--- src/rtl/alu_share_arbiter.sv ---
// alu_share_arbiter: round-robin sharing of one alu_4bit among NREQ requesters.
// Define ALU_ARB_FLAGS_EN to add the registered rsp_zero / rsp_ovf outputs.

module alu_4bit (
   input  logic [3:0] a,
   input  logic [3:0] b,
   input  logic [1:0] op,
   output logic [3:0] y,
   output logic       cout
);
   logic [4:0] sum;

   always_comb begin
      sum  = 5'd0;
      y    = 4'd0;
      cout = 1'b0;
      case (op)
         2'b00: begin
            sum  = {1'b0, a} + {1'b0, b};
            y    = sum[3:0];
            cout = sum[4];
         end
         2'b01: begin
            sum  = {1'b0, a} + {1'b0, ~b} + 5'd1;
            y    = sum[3:0];
            cout = sum[4];
         end
         2'b10: y = a & b;
         default: y = a | b;
      endcase
   end
endmodule

module alu_share_arbiter #(
   parameter int NREQ = 2,
   parameter int IDW  = 1
) (
   input  logic              clk,
   input  logic              rst,
   input  logic [NREQ-1:0]   req_valid,
   output logic [NREQ-1:0]   req_ready,
   input  logic [4*NREQ-1:0] req_a,
   input  logic [4*NREQ-1:0] req_b,
   input  logic [2*NREQ-1:0] req_op,
   output logic              rsp_valid,
   input  logic              rsp_ready,
   output logic [IDW-1:0]    rsp_id,
   output logic [3:0]        rsp_result,
   output logic              rsp_cout
`ifdef ALU_ARB_FLAGS_EN
   ,
   output logic              rsp_zero,
   output logic              rsp_ovf
`endif
);
   if (NREQ < 2 || NREQ > 4) begin : g_bad_nreq
      $error("alu_share_arbiter: NREQ must be in 2..4");
   end
   if (IDW != ((NREQ > 2) ? 2 : 1)) begin : g_bad_idw
      $error("alu_share_arbiter: IDW must be max(1,clog2(NREQ))");
   end

   typedef enum logic [1:0] {
      IDLE = 2'd0,
      EXEC = 2'd1,
      RESP = 2'd2
   } state_t;

   state_t         state_q, state_d;
   logic [IDW-1:0] rr_ptr_q, rr_ptr_d;
   logic [3:0]     a_q, a_d;
   logic [3:0]     b_q, b_d;
   logic [1:0]     op_q, op_d;
   logic [IDW-1:0] tag_q, tag_d;
   logic           rsp_valid_q, rsp_valid_d;
   logic [IDW-1:0] rsp_id_q, rsp_id_d;
   logic [3:0]     rsp_result_q, rsp_result_d;
   logic           rsp_cout_q, rsp_cout_d;
`ifdef ALU_ARB_FLAGS_EN
   logic           rsp_zero_q, rsp_zero_d;
   logic           rsp_ovf_q, rsp_ovf_d;
   logic           ovf;
`endif

   logic [IDW:0]   cand;
   logic [IDW-1:0] gnt_idx;
   logic           gnt_found;
   logic [3:0]     sel_a;
   logic [3:0]     sel_b;
   logic [1:0]     sel_op;
   logic [3:0]     alu_y;
   logic           alu_cout;

   // Walk from the lowest priority slot up so the first hit wins last.
   always_comb begin
      cand      = '0;
      gnt_idx   = '0;
      gnt_found = 1'b0;
      for (int k = NREQ - 1; k >= 0; k--) begin
         cand = {1'b0, rr_ptr_q} + (IDW+1)'(k);
         if (cand >= (IDW+1)'(NREQ)) begin
            cand = cand - (IDW+1)'(NREQ);
         end
         if (req_valid[cand[IDW-1:0]]) begin
            gnt_found = 1'b1;
            gnt_idx   = cand[IDW-1:0];
         end
      end
   end

   always_comb begin
      sel_a  = '0;
      sel_b  = '0;
      sel_op = '0;
      for (int i = 0; i < NREQ; i++) begin
         if (gnt_idx == IDW'(i)) begin
            sel_a  = req_a[4*i +: 4];
            sel_b  = req_b[4*i +: 4];
            sel_op = req_op[2*i +: 2];
         end
      end
   end

   always_comb begin
      req_ready = '0;
      if (state_q == IDLE && gnt_found && !rst) begin
         req_ready[gnt_idx] = 1'b1;
      end
   end

   alu_4bit u_alu (
      .a    (a_q),
      .b    (b_q),
      .op   (op_q),
      .y    (alu_y),
      .cout (alu_cout)
   );

`ifdef ALU_ARB_FLAGS_EN
   always_comb begin
      ovf = 1'b0;
      if (op_q == 2'b00) begin
         ovf = (a_q[3] == b_q[3]) && (alu_y[3] != a_q[3]);
      end else if (op_q == 2'b01) begin
         ovf = (a_q[3] != b_q[3]) && (alu_y[3] != a_q[3]);
      end
   end
`endif

   always_comb begin
      state_d      = state_q;
      rr_ptr_d     = rr_ptr_q;
      a_d          = a_q;
      b_d          = b_q;
      op_d         = op_q;
      tag_d        = tag_q;
      rsp_valid_d  = rsp_valid_q;
      rsp_id_d     = rsp_id_q;
      rsp_result_d = rsp_result_q;
      rsp_cout_d   = rsp_cout_q;
`ifdef ALU_ARB_FLAGS_EN
      rsp_zero_d   = rsp_zero_q;
      rsp_ovf_d    = rsp_ovf_q;
`endif
      unique case (state_q)
         IDLE: begin
            if (gnt_found) begin
               a_d      = sel_a;
               b_d      = sel_b;
               op_d     = sel_op;
               tag_d    = gnt_idx;
               rr_ptr_d = (gnt_idx == IDW'(NREQ - 1)) ?
                          '0 : gnt_idx + IDW'(1);
               state_d  = EXEC;
            end
         end
         EXEC: begin
            rsp_valid_d  = 1'b1;
            rsp_id_d     = tag_q;
            rsp_result_d = alu_y;
            // Logic ops have no meaningful carry.
            rsp_cout_d   = op_q[1] ? 1'b0 : alu_cout;
`ifdef ALU_ARB_FLAGS_EN
            rsp_zero_d   = (alu_y == 4'd0);
            rsp_ovf_d    = ovf;
`endif
            state_d      = RESP;
         end
         RESP: begin
            if (rsp_ready) begin
               rsp_valid_d = 1'b0;
               state_d     = IDLE;
            end
         end
         default: state_d = IDLE;
      endcase
   end

   always_ff @(posedge clk) begin
      if (rst) begin
         state_q      <= IDLE;
         rr_ptr_q     <= '0;
         a_q          <= '0;
         b_q          <= '0;
         op_q         <= '0;
         tag_q        <= '0;
         rsp_valid_q  <= 1'b0;
         rsp_id_q     <= '0;
         rsp_result_q <= '0;
         rsp_cout_q   <= 1'b0;
`ifdef ALU_ARB_FLAGS_EN
         rsp_zero_q   <= 1'b0;
         rsp_ovf_q    <= 1'b0;
`endif
      end else begin
         state_q      <= state_d;
         rr_ptr_q     <= rr_ptr_d;
         a_q          <= a_d;
         b_q          <= b_d;
         op_q         <= op_d;
         tag_q        <= tag_d;
         rsp_valid_q  <= rsp_valid_d;
         rsp_id_q     <= rsp_id_d;
         rsp_result_q <= rsp_result_d;
         rsp_cout_q   <= rsp_cout_d;
`ifdef ALU_ARB_FLAGS_EN
         rsp_zero_q   <= rsp_zero_d;
         rsp_ovf_q    <= rsp_ovf_d;
`endif
      end
   end

   assign rsp_valid  = rsp_valid_q;
   assign rsp_id     = rsp_id_q;
   assign rsp_result = rsp_result_q;
   assign rsp_cout   = rsp_cout_q;
`ifdef ALU_ARB_FLAGS_EN
   assign rsp_zero   = rsp_zero_q;
   assign rsp_ovf    = rsp_ovf_q;
`endif
endmodule
--- config.mk ---
export PLATFORM = sky130hd
export DESIGN_NAME = alu_share_arbiter
export DESIGN_NICKNAME = d
export VERILOG_FILES = /design/src/rtl/alu_share_arbiter.sv
export SDC_FILE = /design/constraint.sdc
export NUM_CORES = 1
export LEC_CHECK = 0
export CELL_PAD_IN_SITES_DETAIL_PLACEMENT = 0
export CELL_PAD_IN_SITES_GLOBAL_PLACEMENT = 1
export CORE_UTILIZATION = 37
export CTS_CLUSTER_SIZE = 14
export DETAILED_ROUTE_END_ITERATION = 7
export GPL_TIMING_DRIVEN = 0
export PLACE_DENSITY_LB_ADDON = 0.1
export SYNTH_ARGS = -nofsm -noshare
export SYNTH_HDL_FRONTEND = slang
export SYNTH_SLANG_ARGS = --single-unit
--- constraint.sdc ---
create_clock -name clk -period 4.6 [get_ports clk]
set_input_delay 0.46 -clock clk [delete_from_list [all_inputs] [get_ports clk]]
set_output_delay 0.46 -clock clk [all_outputs]
set_load 0.005 [all_outputs]
=== Word level (Yosys, flattened, before mapping) ===
Index checks and enable logic that the tools add are counted.

* Logic and storage cells: 67
* Bits of input ports: 25
* Output and inout port bits: 9
* Register bits after elaboration: 21

* $add $sub $neg: 7
* $lt $le $gt $ge: 6
* Bitwise operators: 3
* Muxes and demuxes: 25
* Equality and inequality tests: 6
* Reductions and logical operators: 10

{| class="wikitable"
|+ Operators by type and width
! cell !! count
|-
| 1-bit 2-to-1 mux || 14
|-
| 4-bit one-hot mux with 3 select lines || 1
|-
| 4-bit by 4-bit adder with 5-bit output || 2
|-
| 2-bit 2-to-1 mux || 4
|-
| 4-bit 2-to-1 mux || 2
|-
| 1-bit by 2-bit less-than comparator with 1-bit output, second input constant || 3
|-
| 2-bit one-hot mux with 3 select lines || 1
|-
| 2-bit AND reduction || 3
|-
| 5-bit by 1-bit adder with 5-bit output, second input constant || 1
|-
| 4-bit bitwise AND || 1
|-
| 2-bit by 1-bit equality test with 1-bit output, second input constant || 2
|-
| 2-bit equality test, second input constant || 2
|-
| 2-bit zero test || 2
|-
| 2-bit != test, second input constant || 2
|-
| 4-bit inverter || 1
|-
| 4-bit bitwise OR || 1
|-
| 1-bit one-hot mux with 2 select lines || 2
|-
| 1-bit logical AND || 3
|-
| 1-bit by 1-bit adder with 2-bit output, second input constant || 1
|-
| 1-bit by 2-bit >= comparator with 1-bit output, second input constant || 1
|-
| 2-bit >= comparator, second input constant || 1
|-
| 2-bit nonzero test || 1
|-
| 1-bit subtractor, second input constant || 2
|-
| 1-bit adder, second input constant || 1
|-
| other kinds (3) || 3
|}

=== Logic depth before layout (Yosys ltp) ===
Gate-level depths: netlist of run 1.

* Word-level depth: 12
* Mapped depth: 7
* Depth with buffers taken out: 7

=== Modules after synthesis ===
Synthesis of run 1 repeated with hierarchy kept, for this count alone.

* Cells, all modules: 167
* Area total of the unflattened synthesis: 1378.8 um^2

{| class="wikitable"
|+ Modules (own cells, without submodules)
! module !! area each (um^2) !! seq. area each (um^2) !! times used !! cells each
|-
| alu_share_arbiter || 917.1 || 420.4 || 1 || 110
|-
| alu_4bit || 461.7 || 0.0 || 1 || 57
|}

=== Worst setup path before layout of run 1 ===
No wires, ideal clock.

* Path type: reg-to-reg
* Start point: reg a_q[0]
* End point: reg rsp_result_q[2] (netlist: rsp_result[2])
* Required time: 4.470 ns
* Path slack: 2.829 ns
* Period minus slack after synthesis: 1.771 ns
* Path buffers: 0
* Setup time: 0.130 ns
* Arrival: 1.640 ns
* Stages on the path, launching flop included: 8
* Cell sequence: dfxtp_1 > inv_1 > ha_1 > fa_1 > and2_1 > or3_1 > a31oi_1 > o31ai_1

* Cells in the longest elaborated chain, start to end: 3
* Elaborated cells on any way between the ends: 4
* Those cells by class: add/sub (3); mux (1)

{| class="wikitable"
|+ Ends and longest elaborated chain
! element !! RTL line !! text
|-
| from (decl) || 71 || <nowiki>logic [3:0] a_q, a_d;</nowiki>
|-
| from (signal assigned) || 203 || <nowiki>a_q <= '0;</nowiki>
|-
| from (signal assigned) || 218 || <nowiki>a_q <= a_d;</nowiki>
|-
| 4-bit by 4-bit adder with 5-bit output || 24 || <nowiki>sum = {1'b0, a} + {1'b0, ~b} + 5'd1;</nowiki>
|-
| 5-bit by 1-bit adder with 5-bit output || 24 ||
|-
| 4-bit one-hot mux with 3 select lines (*) || 17 || <nowiki>case (op)</nowiki>
|-
| to (signal assigned) || 224 || <nowiki>rsp_result_q <= rsp_result_d;</nowiki>
|-
| to (decl) || 77 || <nowiki>logic [3:0] rsp_result_q, rsp_result_d;</nowiki>
|}

Every way passes the cells marked *; elsewhere a longest branch is shown, timed or not.
A chain may end at the register's enable or synchronous reset.

=== Worst setup path after layout of run 1 ===
* Start point: in req_valid[1]
* End point: out req_ready[0]

* Cells in the longest elaborated chain, start to end: 9
* Elaborated cells on any way between the ends: 16
* Those cells by class: order compare (2); mux (11); reduce/logical (3)

{| class="wikitable"
|+ Ends and longest elaborated chain
! element !! RTL line !! text
|-
| from (decl) || 40 || <nowiki>input logic [NREQ-1:0] req_valid,</nowiki>
|-
| 1-bit 2-to-1 mux (not written as such) (2 in series) || 104 || <nowiki>if (req_valid[cand[IDW-1:0]]) begin</nowiki>
|-
| 1-bit 2-to-1 mux (2 in series) || 104 ||
|-
| 1-bit by 2-bit less-than comparator with 1-bit output (not written as such) or 1-bit >= comparator (tied branches) || 127 || <nowiki>req_ready[gnt_idx] = 1'b1;</nowiki>
|-
| 1-bit logical AND (not written as such) || 127 ||
|-
| 1-bit 2-to-1 mux (not written as such) || 127 ||
|-
| 1-bit demux with 1-bit select || 127 ||
|-
| 2-bit 2-to-1 mux (*) || 126 || <nowiki>if (state_q == IDLE && gnt_found && !rst) begin</nowiki>
|-
| to (decl) || 41 || <nowiki>output logic [NREQ-1:0] req_ready,</nowiki>
|}

Every way passes the cells marked *; elsewhere a longest branch is shown, timed or not. The select of a mux whose other input is x is not followed.

==> results.md, run 1 <==
- Status: finished, final reports clean
- Root Driver: clkbuf_4
- Hold Path Class: reg -> reg
- Worst-margin pin slew: 0.445 ns
- Initial antenna violation count: 0
- Clock sink count: 21
- Crit path arrival time: 1.93 ns
- Yosys cell types: 40
- Global-route wire length before repair: 4.76 mm
- Die width: 60.4 um
- F_max: 419 MHz
- Area after DPL: 0.00164 mm2
- Crit-path max FO: 10
- Vias in the first global route: 1076
- Period utilisation layout: 51.9%
- Gr ovfl total: 0
- Post-CTS setup buffer count: 0
- Final net count: 224
- Area contributors post-synth: dfxtp_1 (33%), ha_1 (12%), nand2_1 (6.5%)
- Number of CTS-inserted buffers: 3
- Warning count from the yosys run: 0
- Max-slew violations: 0
- # diodes: 0
- H-Tree Depth: 1
- Effective utilization at floorplan: 40.0%
- Final core utilization: 52.8%
- Mapped Cells: 148
- Chip height: 60.4 um
- Die Area: 0.00365 mm2
- Hold Buf Count CTS: 0
- Ys async rst share: 0%
- Via count: 1151
- CTS tree: built
- CP startpoint: req_valid[1]
- Yosys reg bits: 21
- GRT Util Overall: 17.6%
- Final WS setup: 2.21 ns
- Later-pin clock latency in the skew report: 0.30 ns
- Rel. slew slack: 70.3%
- Number of synthesized flops with an enable pin: 0
- Routed wire length per instance: 12.6 um
- Routability cong.: 0.748
- Final Power: 441 uW
- Via density: 5.05
- Max Cap Viol: 0
- Worst R2R Start: a_q[0]
- Minimum clock period: 2.39 ns
- Critical path capture point type: primary output
- Site row count: 20
- RSZ-0062 raised after global routing: false
- Dominant cell type by area after synthesis: dfxtp_1
- Final Hold Fails: 0
- Top_reg_cell synth: dfxtp_1
- Lkg Pwr: 0.681 nW
- Synthesized area: 0.00126 mm2
- PwrDens: 265 mW/mm2
- VDD IR max: 0.116 mV
- Final setup fails: 0
- Worst setup SP type: input port
- Post-CTS Resized: 0
- # DRC: 0
- Max Root-Sink Buffers: 2
- Largest net degree at the start of global routing: 13
- Setup TNS Final: 0 ns
- I/O pin cnt: 34
- Iteration-0 DRC Markers: 42
- Fraction of layout cells with a size suffix above 1: 7.07%
- Cell area after layout: 0.00166 mm2
- Critical Path RT: 4.14 ns
- Clock transition at path regs: 0.12 ns
- Clock Skew: 0.00127 ns
- Detail Route Antenna Nets: 0
- Final HPWL DP: 2.32 mm
- Sequential fraction of the synthesis area: 33.3%
- Port Buffer Count: 32
- TritonRoute pass-1 iters: 4
- Hold_sp: rsp_id
- Post-Place Worst Slack: 2.21 ns
- Post-synth top area share: 33.3%
- Core ar.: 0.00315 mm2
- Kind of critical path: in -> out
- Mean post-synth cell area: 8.52 um2
- Syn Nets: 187
- Area growth, synth to finish: 31.9%
- WL final: 2.87 mm
critical path, stage by stage:
cell and delay (ns):
clkdlybuf4s50_1 0.45, nand2_1 0.10, and4_1 0.17, buf_2 0.20, clkdlybuf4s50_1 0.53
through the flow:
| stage | instances | hold WS [ns] |
|---|---|---|
| final | 228 | 0.464 |
| after global routing | 228 | 0.484 |
| after CTS | 228 | 0.468 |
| after detailed placement | 224 | 0.451 |
| after global placement | 224 | 0.441 |
| after floorplan | 148 | 0.426 |
power by group:
part | internal, mW | switching [mW] | total, mW
registers | 0.200 | 0.0174 | 0.217
clock network | 0.0324 | 0.0574 | 0.0898
logic | 0.0723 | 0.0616 | 0.134
total | 0.304 | 0.136 | 0.441
Yosys cell counts, types with 3 or more instances:
cell type,n
a211oi_1,3
a21oi_1,7
a22oi_1,8
dfxtp_1,21
ha_1,12
inv_1,14
nand2_1,22
nand2b_1,4
nor2_1,10
nor2b_1,5
o21ai_0,4
cell usage in the layout (no fill, tap or decap), types with 2 or more instances in the layout:
master / count
buf_2: 2
dfxtp_1: 21
and4_1: 2
a31oi_1: 2
o211ai_1: 2
a222oi_1: 2
nor2_1: 10
a21oi_1: 7
a21o_1: 2
nand2_1: 22
nand2b_1: 4
ha_1: 12
nor3_1: 2
nor2b_1: 5
a211oi_1: 3
inv_1: 14
a22oi_1: 8
clkbuf_4: 4
and3_1: 2
fa_1: 2
clkdlybuf4s50_1: 32
o21ai_0: 4
final timing paths:
kind | endpoint | slack, ns | cells past startpoint
setup / recovery | req_ready[0] | 2.21 | 5
hold / removal | rsp_id | 0.46 | 2
setup reg to reg | rsp_result[2] | 2.57 | 7
hold reg to reg | rsp_id | 0.46 | 2
layout make-up:
cell class              instances  area [um2]
plain buffers                   6        40.0
clock buffers                   3        22.5
clock inverters                 1        5.00
fillers                       331        1490
inverters                      14        52.6
multi-input cells             107         748
flip-flops and latches         21         420
well taps                      44        55.1
repair buffers                 32         320
cell families (layout without fill, tap and decap cells):
group	Yosys count	after routing	share of synthesized area, %
compound gates	35	35	19.4
simple gates	56	56	22.2
mux	2	2	2.58
flops	21	21	33.3
fa+ha+maj	14	14	15.1
buf+inv	20	56	7.34
per-layer routing:
layer | up-vias | GRT usage (%) | wire length [um]
met1 | 528 | 22.6 | 1330
met3 | 4 | 2.56 | 124
met4 | 0 | 4.98 | 28
met5 | - | 0 | 0
li1 | 586 | - | -
met2 | 33 | 30.5 | 1380
sequential cells by signal (all words and copies together), names as in the netlist:
register	flops
rsp_result	4
rsp_id	1
state_q	2
rsp_valid	1
tag_q	1
rsp_cout	1
b_q	4
a_q	4
rr_ptr_q	1
op_q	2
Power figures use the tool's default switching activity.
==> inputs of run 2 (changes only) <==
--- a/config.mk
+++ b/config.mk
@@ -7,7 +7,7 @@
 export LEC_CHECK = 0
 export CELL_PAD_IN_SITES_DETAIL_PLACEMENT = 0
 export CELL_PAD_IN_SITES_GLOBAL_PLACEMENT = 1
-export CORE_UTILIZATION = 37
+export CORE_UTILIZATION = 31
 export CTS_CLUSTER_SIZE = 14
 export DETAILED_ROUTE_END_ITERATION = 7
 export GPL_TIMING_DRIVEN = 0
==> constraint.sdc (replaced) <==
create_clock -name clk -period 2 [get_ports clk]
set_input_delay 0.2 -clock clk [delete_from_list [all_inputs] [get_ports clk]]
set_output_delay 0.2 -clock clk [all_outputs]
set_load 0.005 [all_outputs]
==> run 2 against run 1 <==
Effect of this change: clock skew hardly changed; clock-buffer cell count is 1 higher; sequential cell count stayed put; global-route usage decreased by 2.6 points; critical path depth decreased by 1; combinational power is 130% higher; final area grew 1.9%; critical path type is now reg -> out; largest cell class unchanged.
==> results.md, run 2 (synthesis gave the netlist of run 1 again) <==
- F_max: 519 MHz
- Reg2reg path depth: 7 (unchanged)
- Later-pin clock latency in the skew report: 0.26 ns (-0.04 ns)
- CTS tree: built
- Largest net degree at the start of global routing: 12 (-1)
- Post-CTS setup buffer count: 0 (unchanged)
- Global-route wire length before repair: 4.79 mm (+0.57%)
- Kind of critical path: reg -> out
- H-Tree Depth: 1 (unchanged)
- Clock transition at path regs: 0.08 ns (-0.04 ns)
- Crit-path max FO: 9 (-1)
- Critical Path RT: 1.80 ns (-2.34 ns)
- Final Hold Fails: 0 (unchanged)
- GRT Util Overall: 14.9% (-2.6 points)
- Max-slew violations: 0 (unchanged)
- WL final: 2.86 mm (-0.21%)
- Max Root-Sink Buffers: 2 (unchanged)
- Kind of cell adding the most delay to the critical path: buffers and inverters
- Final Power: 1.09 mW (+150%)
- Final HPWL DP: 2.23 mm (-3.9%)
- Bufs and invs on worst path: 2 (-1)
- Number of CTS-inserted buffers: 3 (unchanged)
- Via density: 4.90 (-2.9%)
- Critical path capture point type: primary output
- Hold Path Sink: a_q[0]
- Vias in the first global route: 1088 (+1.1%)
- Hold WS: 0.319 ns (-0.145 ns)
- Via count: 1137 (-1.2%)
- Commonest non-fill, non-tap cell in the layout: clkdlybuf4s50_1
- Internal Power: 767 uW (+150%)
- TritonRoute pass-1 iters: 4 (unchanged)
- VDD IR max: 0.221 mV (+90%)
- Net Sw Frac: 29.5% (-1.5 points)
- R2r endpoint: rsp_result[2]
- Final setup fails: 0 (unchanged)
- Core ar.: 0.00377 mm2 (+20%)
- Commonest cells after routing, fill and taps aside: clkdlybuf4s50_1 (32), nand2_1 (22), dfxtp_1 (20), inv_1 (14), ha_1 (12)
- # fillers: 375 (+13%)
- DR WL met3: 149 um (+20%)
- Minimum clock period: 1.93 ns
- Hold Path Class: in -> reg
- Period utilisation layout: 96.4%
- Final net count: 224 (unchanged)
- Initial antenna violation count: 0 (unchanged)
- Fraction of layout cells with a size suffix above 1: 7.07% (unchanged)
- Hold Path Depth: 4 (+2)
- Top sig layer: met4
- Detail Route Antenna Nets: 0 (unchanged)
- Placed insts: 228 (+1.8%)
- # DRC: 0 (unchanged)
- Worst setup SP type: flip-flop
- # diodes: 0 (unchanged)
- Die Area: 0.00433 mm2 (+19%)
- Effective utilization at floorplan: 33.4% (-6.6 points)
- Worst-margin pin slew: 0.545 ns (+0.0998 ns)
- Gr ovfl total: 0 (unchanged)
- Lkg Pwr: 0.687 nW (+1.0%)
- Hold Buf Count CTS: 0 (unchanged)
- Worst path cell trace: nor2_4, and4_1, buf_2, clkdlybuf4s50_1
- Crit path max-delay cell type: clkdlybuf4s50_1
- Area after DPL: 0.00164 mm2 (+0.31%)
- Rel. slew slack: 63.6% (-6.7 points)
- Register share of total power: 46.0% (-3.2 points)
- Root Driver: clkbuf_8
- Non-Filler Instances: 232 (+1.8%)
- Chip height: 65.8 um (+8.9%)
- Routed wire length per instance: 12.3 um (-1.9%)
- Max Cap Viol: 0 (unchanged)
- Cell area after layout: 0.00170 mm2 (+1.9%)
- RSZ-0062 raised after global routing: true
- PwrDens: 642 mW/mm2 (+140%)
- Met1 WL: 1.40 mm (+4.6%)
- I/O pin cnt: 34 (unchanged)
- Worst R2R Start: a_q[0]
- Comb pwr share: 28.2% (-2.2 points)
- Crit path arrival time: 1.73 ns (-0.20 ns)
- Clock sink count: 21 (unchanged)
- Routability cong.: 0.747 (-0.19%)
- Port Buffer Count: 32 (unchanged)
- Sw power: 321 uW (+140%)
- Met2 wire length: 1.28 mm (-7.2%)
- Site row count: 22 (+10%)
- Area growth, synth to finish: 34.4%
- Clock Skew: 0.00131 ns (+0.0000363 ns)
- Clock power frac: 25.8% (+5.4 points)
- Slowest stage delay, CP: 0.53 ns (about the same)
- Iteration-0 DRC Markers: 73 (+74%)
- Die width: 65.8 um (+8.9%)
- Register-to-register setup slack: 0.09 ns (-2.48 ns)
- Status: finished, final reports clean
- Hold_sp: rst
==> run 2: cell types whose count changed in the layout (fill, tap and decap cells not counted) <==
cell and delta:
clkbuf_4 -2, dfxtp_2 +1, clkinv_2 -1, nor2_4 +1, nor2_2 -1, buf_2 -1
dfxtp_1 -1, clkbuf_8 +3, clkbuf_1 +1
==> run 2: final cells by class <==
type | instances | area [um2] | share of cell area [%]
buffer | 6 | 42.5 | 2.51
clock buffer | 4 | 45.0 | 2.66
inverter | 14 | 52.6 | 3.10
multi-input combinational | 107 | 753 | 44.4
sequential | 21 | 422 | 24.9
tap | 48 | 60.1 | 3.54
timing repair buffer | 32 | 320 | 18.9
==> run 2: worst max path at each step <==
stage,endpoint,slack [ns],start,depth (start not counted)
3_5_place_dp,rsp_result[2],0.001,a_q[0],7
5_1_grt,rsp_result[2],-0.004,a_q[0],7
3_3_place_gp,rsp_result[2],0.01,a_q[0],7
4_1_cts,rsp_result[2],0.02,a_q[0],7
2_1_floorplan,rsp_result[2],0.23,a_q[0],7
6_report,req_ready[1],0.07,state_q[0],4
==> run 2: metal layers <==
layer / GRT usage (%) / vias to the layer above
met5: 0 / -
met3: 2.59 / 4
met4: 5.71 / 0
met2: 24.5 / 35
met1: 19.3 / 513
li1: - / 585
==> run 2: power by group through the flow <==
stage               registers (mW)  logic (mW)  clock network (mW)
detailed placement           0.510       0.306                   0
global placement             0.508       0.300                   0
finish                       0.501       0.307               0.281
global route                 0.508       0.346               0.303
floorplan                    0.499       0.187                   0
CTS                          0.501       0.309               0.292
==> run 2: what timing repair did <==
action	CTS	global route
resized for setup	1	2
gates cloned	0	0
pin swaps	1	0
setup endpoints to repair	2	3
endpoints found under the hold margin	0	0
==> run 2: metrics by stage <==
step	utilization [%]	setup TNS [ns]	setup slack, ns
after floorplan	-	0	0.229
after global placement	43.5	0	0.0101
after detailed placement	43.5	0	0.00103
after CTS	44.9	0	0.0175
after global routing	45.0	-0.00419	-0.00419
final	45.0	0	0.0722
==> run 2: tightest hold or removal path, cell delays in order <==
cell and delay (ns):
clkbuf_4 0.15, a21oi_2 0.09, nand2_1 0.07, nand2_1 0.04
==> variant 1, RTL diff (config.mk and constraints of run 2) <==
Re-encode `state_t` (3 states) as one-hot, 3 bits wide.
--- a/src/rtl/alu_share_arbiter.sv
+++ b/src/rtl/alu_share_arbiter.sv
@@ -61,8 +61,8 @@
    end
 
-   typedef enum logic [1:0] {
-      IDLE = 2'd0,
-      EXEC = 2'd1,
-      RESP = 2'd2
+   typedef enum logic [2:0] {
+      IDLE = 3'b001,
+      EXEC = 3'b010,
+      RESP = 3'b100
    } state_t;
 
Behaviour: same outputs for any inputs over 10 cycles, from zero or initial values and one cycle with rst high; not proved beyond that.
==> variant 1 against run 2 <==
Final area up 8.3%; non-clock buffer count increased by 4; critical path depth up 1; combinational power increased by 14%; synthesized cell count grew 5.4%; synthesized area rose by 5.3%; setup slack better by 28 ps; global-route usage is 0.45 points higher; clock skew rose by 1.5 ps; clock power up 53%; wire length rose by 8.8%; total power grew 19%; sequential cell count grew 1.
==> variant 1: results (changes against run 2) <==
.. list-table::
   :header-rows: 1

   * - Metric
     - Value
   * - Outcome
     - finished clean
   * - Register share of the cell area
     - 24.4% (-0.48 points)
   * - Worst-Margin Slew
     - 485 ps (-60.2 ps)
   * - Delay of the slowest cell on the worst path
     - 470 ps (-60 ps)
   * - Global-route wire length before repair
     - 5.23 mm (+9.2%)
   * - Min-Delay Path Class
     - reg2reg
   * - Unique cell type count in the Yosys netlist
     - 42 (+5.0%)
   * - Worst vdd rail ir drop
     - 0.280 mV (+27%)
   * - FF-to-FF path depth
     - 5 (-2)
   * - Detailed placement HPWL
     - 2.32 mm (+3.8%)
   * - Placer's final routability congestion estimate
     - 0.826 (+11%)
   * - Average wire per standard cell
     - 12.7 um (+3.0%)
   * - Via count normalized by instance count
     - 4.89 (-0.31%)
   * - Placed Area
     - 0.00172 mm^2 (+4.8%)
   * - Smallest hold slack
     - 461 ps (+142 ps)
   * - Most area-consuming cells after synthesis
     - dfxtp_1, ha_1, nand2_1
   * - Final Skew
     - 2.80 ps (+1.49 ps)
   * - Leakage power
     - 0.751 nW (+9.2%)
   * - Synthesized instance count
     - 156 (+5.4%)
   * - Commonest cells in the synthesized netlist
     - nand2_1, dfxtp_1, inv_1, ha_1, a22oi_1
   * - Category of cells accounting for the largest share of critical-path delay
     - adder cells
   * - Final nets
     - 235 (+4.9%)
   * - Net Count, Synth
     - 195 (+4.3%)
   * - Share of the core filled with cells in the final layout
     - 45.3% (+0.31 points)
   * - Maximum number of pins on one net before global-route repair
     - 14 (+2)
   * - Hold depth
     - 2 (-2)
   * - Share of final layout cell area taken by non-clock buffers
     - 21.3% (-0.15 points)
   * - Fraction of synthesized area in multiplexers
     - 2.45% (-0.13 points)
   * - Place WS
     - -62.5 ps (-63.5 ps)
   * - Combinational Power Share
     - 27.0% (-1.2 points)
   * - Drt initial violations
     - 42 (-42%)
   * - Power Internal
     - 0.930 mW (+21%)
   * - Layout fillers
     - 392 (+4.5%)
   * - Clock-cell share of area
     - 3.88% (+1.2 points)
   * - Buffer count excluding the clock tree in the final layout
     - 42 (+11%)
   * - Multi-input gate area in the final layout
     - 816 um^2 (+8.3%)
   * - Final worst-path setup slack
     - 99.9 ps (+27.7 ps)
   * - Number of input and output port buffers inserted
     - 33 (+3.1%)
   * - Power share of the sequential group
     - 39.9% (-6.1 points)
   * - Die area
     - 0.00455 mm^2 (+5.1%)
variant 1: cell count changes after synthesis, moves of 2 or more:
cell	change
a222oi_1	-2
a22oi_1	+2
a31oi_1	-2
and4_1	-2
nand2_1	+6
nor2_1	-3
variant 1: layer usage:
metal | vias up | wire (um) | GRT usage [%]
li1 | 614 | - | -
met1 | 551 | 1560 | 19.4
met2 | 28 | 1450 | 26.0
met3 | 4 | 79 | 2.03
met4 | 0 | 35 | 6.38
met5 | - | 0 | 0
variant 1: logic make-up after synthesis:
family / Yosys count
adder cells (fa/ha/maj): 14
AO/OA/AOI/OAI: 37
AND/OR/NAND/NOR: 61
buffers and inverters: 20
multiplexers: 2
flip-flops: 22
variant 1: repair_timing:
| action | CTS | global route |
|---|---|---|
| buffers inserted | 3 | 0 |
| setup endpoints to repair | 2 | 3 |
| cloned | 0 | 0 |
| pin swaps | 3 | 1 |
| resized for setup | 9 | 4 |
==> variant 2, RTL diff (config.mk and constraints of run 2) <==
Made on the original files. Build with the macro `ALU_ARB_FLAGS_EN` defined.
--- a/src/rtl/alu_share_arbiter.sv
+++ b/src/rtl/alu_share_arbiter.sv
@@ -1,4 +1,6 @@
 // alu_share_arbiter: round-robin sharing of one alu_4bit among NREQ requesters.
 // Define ALU_ARB_FLAGS_EN to add the registered rsp_zero / rsp_ovf outputs.
+
+`define ALU_ARB_FLAGS_EN
 
 module alu_4bit (
Check against the original RTL (old outputs only; new: rsp_ovf and rsp_zero): equivalent (Yosys induction, for registers that start in step).
==> variant 2 against run 2 <==
Final area rose by 13%; sequential cell count rose by 2; setup slack got worse by 47 ps; register-to-register slack got worse by 60 ps; wire length rose by 13%; maximum frequency fell by 2.4%; core utilization rose by 2.1 points; via count rose by 11%; total power rose by 16%; sequential share of layout area fell by 0.49 points; global-route usage rose by 1.1 points; synthesized cell count rose by 10%; synthesized area rose by 5.6%; critical endpoint is now rsp_zero; largest cell class unchanged.
==> variant 2: results (changes against run 2) <==
.. list-table::
   :header-rows: 1

   * - Metric
     - Value
   * - Global-route total usage across every layer
     - 16.0% (+1.1 points)
   * - Delay of the slowest cell on the worst path
     - 350 ps (-180 ps)
   * - Leakage power
     - 0.740 nW (+7.7%)
   * - Most area-consuming cells after synthesis
     - dfxtp_1, ha_1, nand2_1
   * - Global-route wire length before repair
     - 5.43 mm (+13%)
   * - Synthesized instance count
     - 163 (+10%)
   * - Worst-path cell with the longest stage delay
     - fa_2
   * - Multi-input combinational gate total
     - 120 (+12%)
   * - Net Count, Synth
     - 202 (+8.0%)
   * - Drt initial violations
     - 41 (-44%)
   * - Placed Area
     - 0.00174 mm^2 (+6.3%)
   * - Multi-input gate area in the final layout
     - 862 um^2 (+14%)
   * - Net switching fraction of the power
     - 31.2% (+1.7 points)
   * - Met3 layer usage reported by global route
     - 3.04% (+0.45 points)
   * - GR Layer Usage met2
     - 26.5% (+2.0 points)
   * - Place WS
     - -252 ps (-253 ps)
   * - Final Skew
     - 1.81 ps (+0.509 ps)
   * - Outcome
     - finished clean
   * - Biggest fanout along the worst timing path
     - 2 (-7)
   * - Number of signal-net inverters in the final layout
     - 13 (-1)
   * - Placer's final routability congestion estimate
     - 0.808 (+8.3%)
   * - Via count normalized by instance count
     - 4.93 (+0.59%)
   * - Maximum number of pins on one net before global-route repair
     - 14 (+2)
   * - Part of the power in the clock network
     - 23.3% (-2.5 points)
   * - Category of cells accounting for the largest share of critical-path delay
     - simple AND/OR/NAND/NOR gates
   * - Unique cell type count in the Yosys netlist
     - 37 (-7.5%)
   * - Final nets
     - 247 (+10%)
   * - Met1 Track Usage GR
     - 21.4% (+2.1 points)
   * - Met2 wire len
     - 1.53 mm (+19%)
   * - Via count of the first global-routing pass
     - 1202 (+10%)
   * - Register share of the cell area
     - 24.4% (-0.49 points)
   * - Hold depth
     - 3 (-1)
   * - Share of final-layout standard cells stronger than drive strength 1
     - 16.9% (+9.8 points)
## variant 2: worst paths after layout
check | startpoint | to | slack, ps
worst max-delay path | a_q[0] | rsp_zero | 30
worst min-delay path | req_a[2] | a_q[2] | 460
worst max register to register | a_q[0] | rsp_zero | 30
worst min register to register | rsp_cout | rsp_cout | 460
## variant 2: worst min-delay path, cell delays in order
cell             delay, ps
clkdlybuf4s50_1        390
nand2_1                 50
nand2_1                 40
## variant 2: kinds of logic (layout without fill, tap and decap cells)
| logic type | Yosys count | after routing | share of synthesized area [%] |
|---|---|---|---|
| fa+ha+maj | 14 | 14 | 14.3 |
| buf+inv | 20 | 64 | 5.92 |
| simple gates | 64 | 64 | 22.7 |
| mux | 1 | 1 | 1.69 |
| flops | 23 | 23 | 34.6 |
| compound gates | 40 | 40 | 20.1 |
| xor+xnor | 1 | 1 | 0.658 |
## variant 2: what timing repair did
item,CTS,global route
setup endpoints to repair,4,6
pin swaps,2,1
buffers inserted,5,0
cloned,0,0
resized for setup,17,9
